### src/rtl/game_pkg.sv
// Shared types and constants for the frame-rate game sequencer.
package game_pkg;

    localparam int LIVES_W = 4;
    localparam int TIMER_W = 8;

    localparam logic [7:0] KEY_START = 8'h28;
    localparam logic [7:0] KEY_PAUSE = 8'h13;

    typedef enum logic [2:0] {
        ST_TITLE     = 3'd0,
        ST_READY     = 3'd1,
        ST_PAUSED    = 3'd2,
        ST_PLAYING   = 3'd3,
        ST_DYING     = 3'd4,
        ST_RESPAWN   = 3'd5,
        ST_GAME_OVER = 3'd6,
        ST_WIN       = 3'd7
    } game_state_e;

endpackage

### src/rtl/game_flow_ctrl_key_edge_detect.sv
// Rising-edge detector for the start and pause keys across the four HID keycode bytes.
module key_edge_detect
    import game_pkg::*;
#(
    parameter logic [7:0] START_KEY = KEY_START,
    parameter logic [7:0] PAUSE_KEY = KEY_PAUSE
) (
    input  logic        clk,
    input  logic        srst,
    input  logic [31:0] keycode,
    output logic        start_press,
    output logic        pause_press
);

    logic [31:0] prev_q;
    logic [31:0] prev_d;
    logic [3:0]  start_now;
    logic [3:0]  start_prev;
    logic [3:0]  pause_now;
    logic [3:0]  pause_prev;

    generate
        for (genvar gi = 0; gi < 4; gi++) begin : g_byte
            assign start_now[gi]  = (keycode[8*gi +: 8] == START_KEY);
            assign start_prev[gi] = (prev_q[8*gi +: 8]  == START_KEY);
            assign pause_now[gi]  = (keycode[8*gi +: 8] == PAUSE_KEY);
            assign pause_prev[gi] = (prev_q[8*gi +: 8]  == PAUSE_KEY);
        end
    endgenerate

    always_comb begin
        prev_d = keycode;
    end

    always_ff @(posedge clk) begin
        if (srst) prev_q <= '0;
        else      prev_q <= prev_d;
    end

    // A key moving between byte slots while held is not a new press.
    assign start_press = (|start_now) & ~(|start_prev);
    assign pause_press = (|pause_now) & ~(|pause_prev);

endmodule

### src/rtl/game_flow_ctrl.sv
// Frame-rate game sequencer: lives, timed READY/DYING/RESPAWN phases and relife strobe.
// Optional pause state is enabled by defining GAME_PAUSE_EN.
module game_flow_ctrl
    import game_pkg::*;
#(
    parameter int         LIVES_INIT     = 3,
    parameter int         READY_FRAMES   = 120,
    parameter int         DYING_FRAMES   = 60,
    parameter int         RESPAWN_FRAMES = 30,
    parameter logic [7:0] START_KEY      = KEY_START,
    parameter logic [7:0] PAUSE_KEY      = KEY_PAUSE
) (
    input  logic               frame_clk,
    input  logic               Reset,
    input  logic [31:0]        keycode,
    input  logic               player_hit,
    input  logic               level_clear,
    output logic [2:0]         game_state,
    output logic               relife,
    output logic [LIVES_W-1:0] lives,
    output logic [TIMER_W-1:0] phase_timer,
    output logic               play_en
);

    localparam logic [LIVES_W-1:0] LIVES_LOAD   = LIVES_W'(LIVES_INIT);
    localparam logic [TIMER_W-1:0] READY_LOAD   = TIMER_W'(READY_FRAMES - 1);
    localparam logic [TIMER_W-1:0] DYING_LOAD   = TIMER_W'(DYING_FRAMES - 1);
    localparam logic [TIMER_W-1:0] RESPAWN_LOAD = TIMER_W'(RESPAWN_FRAMES - 1);

    game_state_e        state_q, state_d;
    logic [TIMER_W-1:0] timer_q, timer_d;
    logic [LIVES_W-1:0] lives_q, lives_d;
    logic               relife_q, relife_d;
    logic               play_en_q, play_en_d;
    logic               start_press;
    logic               pause_press;

    key_edge_detect #(
        .START_KEY (START_KEY),
        .PAUSE_KEY (PAUSE_KEY)
    ) u_keys (
        .clk         (frame_clk),
        .srst        (Reset),
        .keycode     (keycode),
        .start_press (start_press),
        .pause_press (pause_press)
    );

`ifndef GAME_PAUSE_EN
    logic unused_pause;
    assign unused_pause = pause_press;
`endif

    always_ff @(posedge frame_clk) begin
        if (Reset) begin
            state_q   <= ST_TITLE;
            timer_q   <= '0;
            lives_q   <= LIVES_LOAD;
            relife_q  <= 1'b0;
            play_en_q <= 1'b0;
        end else begin
            state_q   <= state_d;
            timer_q   <= timer_d;
            lives_q   <= lives_d;
            relife_q  <= relife_d;
            play_en_q <= play_en_d;
        end
    end

    always_comb begin
        state_d = state_q;
        case (state_q)
            ST_TITLE:   if (start_press) state_d = ST_READY;
            ST_READY:   if (timer_q == '0) state_d = ST_PLAYING;
            ST_PLAYING: begin
                if (level_clear)     state_d = ST_WIN;
                else if (player_hit) state_d = ST_DYING;
`ifdef GAME_PAUSE_EN
                else if (pause_press) state_d = ST_PAUSED;
`endif
            end
`ifdef GAME_PAUSE_EN
            ST_PAUSED:  if (pause_press) state_d = ST_PLAYING;
`else
            ST_PAUSED:  state_d = ST_TITLE;
`endif
            ST_DYING: begin
                if (timer_q == '0) state_d = (lives_q != '0) ? ST_RESPAWN : ST_GAME_OVER;
            end
            ST_RESPAWN: if (timer_q == '0) state_d = ST_PLAYING;
            ST_GAME_OVER, ST_WIN: if (start_press) state_d = ST_READY;
            default:    state_d = ST_TITLE;
        endcase
    end

    // Timers load on entry to a timed state and count down while staying in it.
    always_comb begin
        timer_d = '0;
        lives_d = lives_q;
        if (state_d != state_q) begin
            case (state_d)
                ST_READY:   timer_d = READY_LOAD;
                ST_DYING:   timer_d = DYING_LOAD;
                ST_RESPAWN: timer_d = RESPAWN_LOAD;
                default:    timer_d = '0;
            endcase
        end else if (state_q == ST_PAUSED) begin
            timer_d = timer_q;
        end else if (timer_q != '0) begin
            timer_d = timer_q - 1'b1;
        end

        if (state_d == ST_READY && state_q != ST_READY)
            lives_d = LIVES_LOAD;
        else if (state_q == ST_PLAYING && state_d == ST_DYING)
            lives_d = (lives_q == '0) ? '0 : lives_q - 1'b1;
    end

    always_comb begin
        relife_d  = (state_q == ST_DYING) && (state_d == ST_RESPAWN);
        play_en_d = (state_d == ST_PLAYING);
    end

    assign game_state  = state_q;
    assign relife      = relife_q;
    assign lives       = lives_q;
    assign phase_timer = timer_q;
    assign play_en     = play_en_q;

endmodule

### config.mk
export PLATFORM = sky130hd
export DESIGN_NAME = game_flow_ctrl
export DESIGN_NICKNAME = d
export VERILOG_FILES = /design/src/rtl/game_pkg.sv /design/src/rtl/game_flow_ctrl_key_edge_detect.sv /design/src/rtl/game_flow_ctrl.sv
export SDC_FILE = /design/constraint.sdc
export NUM_CORES = 1
export LEC_CHECK = 0
export BUFFER_PORTS_ARGS = -buffer_cell sky130_fd_sc_hd__buf_2
export CAP_MARGIN = 20
export CORE_MARGIN = 1
export CORE_UTILIZATION = 47
export CTS_CLUSTER_SIZE = 24
export DETAILED_ROUTE_END_ITERATION = 7
export PLACE_DENSITY = 0.75
export SYNTH_ARGS = -nofsm -noshare
export SYNTH_HDL_FRONTEND = slang
export SYNTH_SLANG_ARGS = --single-unit
### constraint.sdc
create_clock -name frame_clk -period 2 [get_ports frame_clk]
set_input_delay 0.2 -clock frame_clk [delete_from_list [all_inputs] [get_ports frame_clk]]
set_output_delay 0.2 -clock frame_clk [all_outputs]
set_load 0.01 [all_outputs]
After elaboration in Yosys (flattened, before gate mapping)

Cells that the tools add are included.
Widths: inputs -> output; s select.

Bits in registers: 49
Latch bits: 0
RAM bits: 0
ROM bits: 0
Bits of input ports: 36
Logic and storage cells: 57
Memories: 0

Add/sub/neg operators: 2
Multipliers: 0
Div/mod/pow operators: 0
$lt $le $gt $ge: 0
Eq/ne operators: 22
Shift-type cells: 0
Mux-type cells: 12
Bitwise operators: 2
Reductions and logical operators: 13

Operator list:

| operator            | count |
|---|---|
| $eq 8x6->1 const B  | 8 |
| $mux 8              | 3 |
| $pmux 7 s3          | 1 |
| $eq 3x3->1 const B  | 6 |
| $mux 3              | 5 |
| $pmux 3 s5          | 1 |
| $eq 3x2->1 const B  | 3 |
| $logic_not 8->1     | 1 |
| $reduce_bool 8->1   | 1 |
| $reduce_or 4->1     | 2 |
| $sub 8x1->8 const B | 1 |
| $eq 3x1->1 const B  | 2 |
| $logic_not 4->1     | 1 |
| $mux 4              | 1 |
| $reduce_bool 4->1   | 1 |
| $reduce_or 2->1     | 2 |
| $sub 4x1->4 const B | 1 |
| $logic_and 1x1->1   | 3 |
| $logic_not 3->1     | 1 |
| $ne 3x1->1 const B  | 1 |
| $ne 3x3->1          | 1 |
| $reduce_or 3->1     | 1 |
| $mux 2              | 1 |
| $ne 2x2->1 const B  | 1 |
| 2 further kinds     | 2 |

Depth between registers and ports, before layout

Depth after elaboration: 9
Mapped depth: 9
Depth with buffers taken out: 9

Modules after synthesis

From an unflattened synthesis, not the netlist that was laid out.

Cells, all modules: 233
Area total of the unflattened synthesis: 2,214.6 um2

Modules (own cells, without submodules):

| module          | instances | cells an instance | area an instance (um2) |
|---|---|---|---|
| key_edge_detect | 1         | 118               | 1,233.7 |
| game_flow_ctrl  | 1         | 115               | 980.9 |

Worst setup path before layout

Ideal clock, no wire load.

Path kind: register to register
From: register timer_q[0] (netlist: phase_timer[0])
To: register timer_q[1] (netlist: phase_timer[1])
Library setup time: 119 ps
Arrival: 1,834 ps
Data required time: 1,881 ps
Slack: 46 ps
Stages on the path, launching flop included: 10
Path buffers: 0
Cell sequence: dfxtp_1 > inv_1 > ha_1 > nor3b_4 > nand3_2 > nor2_2 > o21ai_0 > a32o_1 > o311a_1 > o21bai_1

Word-level cells in the longest chain between the ends: 6
Elaborated cells on any way between the ends: 15
Classes of those cells: add/sub: 1; eq/ne: 5; mux: 7; reduce/logical: 2

RTL lines:

| item                                            | line                                                             | RTL |
|---|---|---|
| start, declared                                 | game_flow_ctrl.sv:31                                             | `logic [TIMER_W-1:0] timer_q, timer_d;` |
| start signal, assigned                          | game_flow_ctrl.sv:63                                             | `timer_q <= timer_d;` |
| $logic_not 8->1                                 | game_flow_ctrl.sv:74, game_flow_ctrl.sv:88, game_flow_ctrl.sv:90 |  |
| $mux 3 (on tied branches)                       | game_flow_ctrl.sv:74, game_flow_ctrl.sv:90, game_flow_ctrl.sv:88 |  |
| $pmux 3 s5                                      | game_flow_ctrl.sv:72                                             | `case (state_q)` |
| $eq 3x3->1 / $eq 3x1->1 (equally long branches) | game_flow_ctrl.sv:101                                            | `case (state_d)` |
| $pmux 7 s3                                      | game_flow_ctrl.sv:101                                            |  |
| $mux 8                                          | game_flow_ctrl.sv:100                                            | `if (state_d != state_q) begin` |

Several ways; a longest one is shown, not always the timed one. The select of a mux whose other input is x is not followed.
A chain may end at the register's enable or synchronous reset.

Final worst setup path

Same ends and word-level chain as after synthesis.

==> results.sh <==
export IMPL_report_final_slew_viol_count=0
export IMPL_cts_made_buffers=5
export IMPL_drt_antenna_violating_nets=0
export IMPL_start_util=0.5085
export IMPL_p_per_area_nw_per_um2=994.8
export IMPL_synth_xor_area_share=0.01663
export IMPL_syn_nets=262
export IMPL_tightest_slew_ps=757.0
export IMPL_cp_max_fo=3
export IMPL_clockBufferDepth=2
export IMPL_n_antenna_cell=0
export IMPL_die_x_um=68.96
export IMPL_core_area_um2=4144
export IMPL_power_total_mw=2.571
export IMPL_min_period_over_period=0.9702
export IMPL_pin_count=53
export IMPL_synthArstFlopShare=0
export IMPL_grt_pass1_vias=1579
export IMPL_max_stage_delay_ps=360
export IMPL_htree_levels=2
export IMPL_hold_viol_final=0
export IMPL_clock_sinks=49
export IMPL_io_buffers=52
export IMPL_start_kind="register"
export IMPL_final_cell_mix="buf_2, dfxtp_1, nor2b_1"
export IMPL_synth_cells=225
export IMPL_yosys_warnings=0
export IMPL_hold_path_class="in2reg"
export IMPL_synth_cell_type_count=47
export IMPL_setup_viol=0
export IMPL_cts_tree="built"
export IMPL_wire_per_inst_um=13.22
export IMPL_grt_max_degree=45
export IMPL_path_clk_slew_ps=90
export IMPL_antenna_found_initial=0
export IMPL_ir_drop_uv=409.1
export IMPL_synth_edf_count=0
export IMPL_place_congestion=0.8667
export IMPL_routed_wl_mm=4.441
export IMPL_synth_seq_cells=49
export IMPL_num_rows=23
export IMPL_cellLeakagePower_nw=1.080
export IMPL_synth_fa_ha_area_frac=0.005938
export IMPL_drt_pass1_iterations=4
export IMPL_vias=1781
export IMPL_syn_to_final_growth_pct=22.68
export IMPL_tns_ps=0
export IMPL_drive_gt1_frac=0.3077
export IMPL_grt_pass1_wl_mm=7.058
export IMPL_root_buffer="clkbuf_8"
export IMPL_fp_dieH_um=68.96
export IMPL_nets=323
export IMPL_avgSynthCellArea_um2=9.365
export IMPL_final_core_util=0.6238
export IMPL_final_common_cell="buf_2"
export IMPL_period_minus_slack_ps=1940
export IMPL_muxShareOfSynthArea=0.009501
export IMPL_place_hpwl_mm=3.240
export IMPL_synth_compound_area_frac=0.1336
export IMPL_crit_path_top_delay_cell="o311a_1"
export IMPL_cts_hold_buffers=0
export IMPL_clock_latency_ps=300
export IMPL_max_freq_mhz=515.3
export IMPL_syn_area_um2=2107
export IMPL_end_kind="register"
export IMPL_drt_iter0_drc=115
export IMPL_synth_top_family_by_area="simple AND/OR/NAND/NOR gates"
export IMPL_synthSimpleGateAreaFrac=0.3414
export IMPL_status="complete, no violations"
export IMPL_cp_data_arrival_time_ps=2130
export IMPL_ys_flop_type="dfxtp_1"
export IMPL_fin_worst_skew_ps=4.320
export IMPL_worstPathRequired_ps=2190
export IMPL_cap_violations=0
export IMPL_drc=0
export IMPL_overflow=0
export IMPL_maxSlewHeadroom=0.4954
export IMPL_track_usage=0.2039
export IMPL_vias_per_cell=5.301
export IMPL_fp_dieArea_um2=4755
export IMPL_yosysSeqAreaShare=0.4656
export IMPL_cp_cell_sequence="inv_1, ha_4, nor3b_4, nand3_2, nor2_2, o21ai_1, a32o_1, o311a_1, o21bai_1"
export IMPL_crit_type="reg2reg"
registers in the layout, indices dropped and copies added, names as in the netlist:
signal	count
relife	1
game_state	3
play_en	1
phase_timer	8
u_keys.prev_q	32
lives	4
final timing paths:
kind              depth (start not counted)      startpoint               end  slack [ps]
hold reg to reg                           2        lives[3]          lives[3]         500
setup / recovery                          9  phase_timer[0]    phase_timer[1]          60
hold / removal                            2      keycode[5]  u_keys.prev_q[5]         120
setup reg to reg                          9  phase_timer[0]    phase_timer[1]          60
logic make-up (layout without fill, tap and decap cells):
group	Yosys count	count (layout)
AOI/OAI and AO/OA	39	39
buffers and inverters	13	74
DFF	49	49
adders and majority gates	1	1
xor gates and xnor gates	4	4
muxes	2	2
and+or+nand+nor	117	117
cell type report:
| type | count | area [um^2] |
|---|---|---|
| fillers | 359 | 1559 |
| flip-flops and latches | 49 | 982.2 |
| inverters | 5 | 18.77 |
| repair buffers | 62 | 335.3 |
| clock buffers | 5 | 68.82 |
| multi-input cells | 163 | 1101 |
| clock inverters | 2 | 16.27 |
| well taps | 50 | 62.56 |
report_power, final:
part | switching (mW) | internal, mW | leakage (nW)
Clock | 0.326 | 0.241 | 0.0402
Combinational | 0.431 | 0.425 | 0.634
Sequential | 0.0758 | 1.07 | 0.406
routing by layer:
metal  routed length, um  GRT usage  up-vias
met5                   0          0        -
met4                  97     0.1046        0
met3                 235    0.02961        9
met2                2021     0.3034       59
met1                2086     0.2837      803
li1                    -          -      910
Yosys cell counts, types with 2 or more instances:
| cell type | number | area [um^2] |
|---|---|---|
| a31oi_1 | 2 | 12.51 |
| o21ai_0 | 10 | 50.05 |
| o21bai_1 | 2 | 15.01 |
| inv_1 | 5 | 18.77 |
| nor2b_1 | 36 | 225.2 |
| nand3_1 | 4 | 20.02 |
| nor3_1 | 4 | 20.02 |
| nor4b_2 | 3 | 45.04 |
| and3_1 | 2 | 12.51 |
| mux2i_1 | 2 | 20.02 |
| nand2_1 | 22 | 82.58 |
| clkbuf_1 | 6 | 22.52 |
| nor4b_1 | 13 | 113.9 |
| nand2b_1 | 2 | 12.51 |
| a21boi_4 | 2 | 37.54 |
| nor2_1 | 18 | 67.56 |
| o21ai_1 | 4 | 20.02 |
| a21oi_1 | 7 | 35.03 |
| and2_1 | 2 | 12.51 |
| dfxtp_1 | 49 | 980.9 |
| xor2_1 | 4 | 35.03 |
through the flow:
step,instance area (um^2),hold WS [ps],instances,worst slack (ps)
2_1_floorplan,2107,328.2,225,46.44
3_5_place_dp,2429,427.3,324,0.1084
5_1_grt,2585,113.0,336,-8.396
6_report,2585,115.7,336,59.50
4_1_cts,2521,113.3,332,28.10
3_3_place_gp,2429,424.2,324,82.20
worst max-delay path: cells and delay by family (launching register included):
kind	cells	cell delay, ps
simple gates	3	480
compound gates	4	830
fa+ha+maj	1	130
buf+inv	1	80
flops	1	320
timing repair:
action,CTS,global route
endpoints found under the hold margin,0,0
resized for setup,0,10
buffers inserted,1,4
cloned,0,0
endpoints found under the setup margin,2,8
pin swaps,0,5
(Power assumes the default switching activity.)
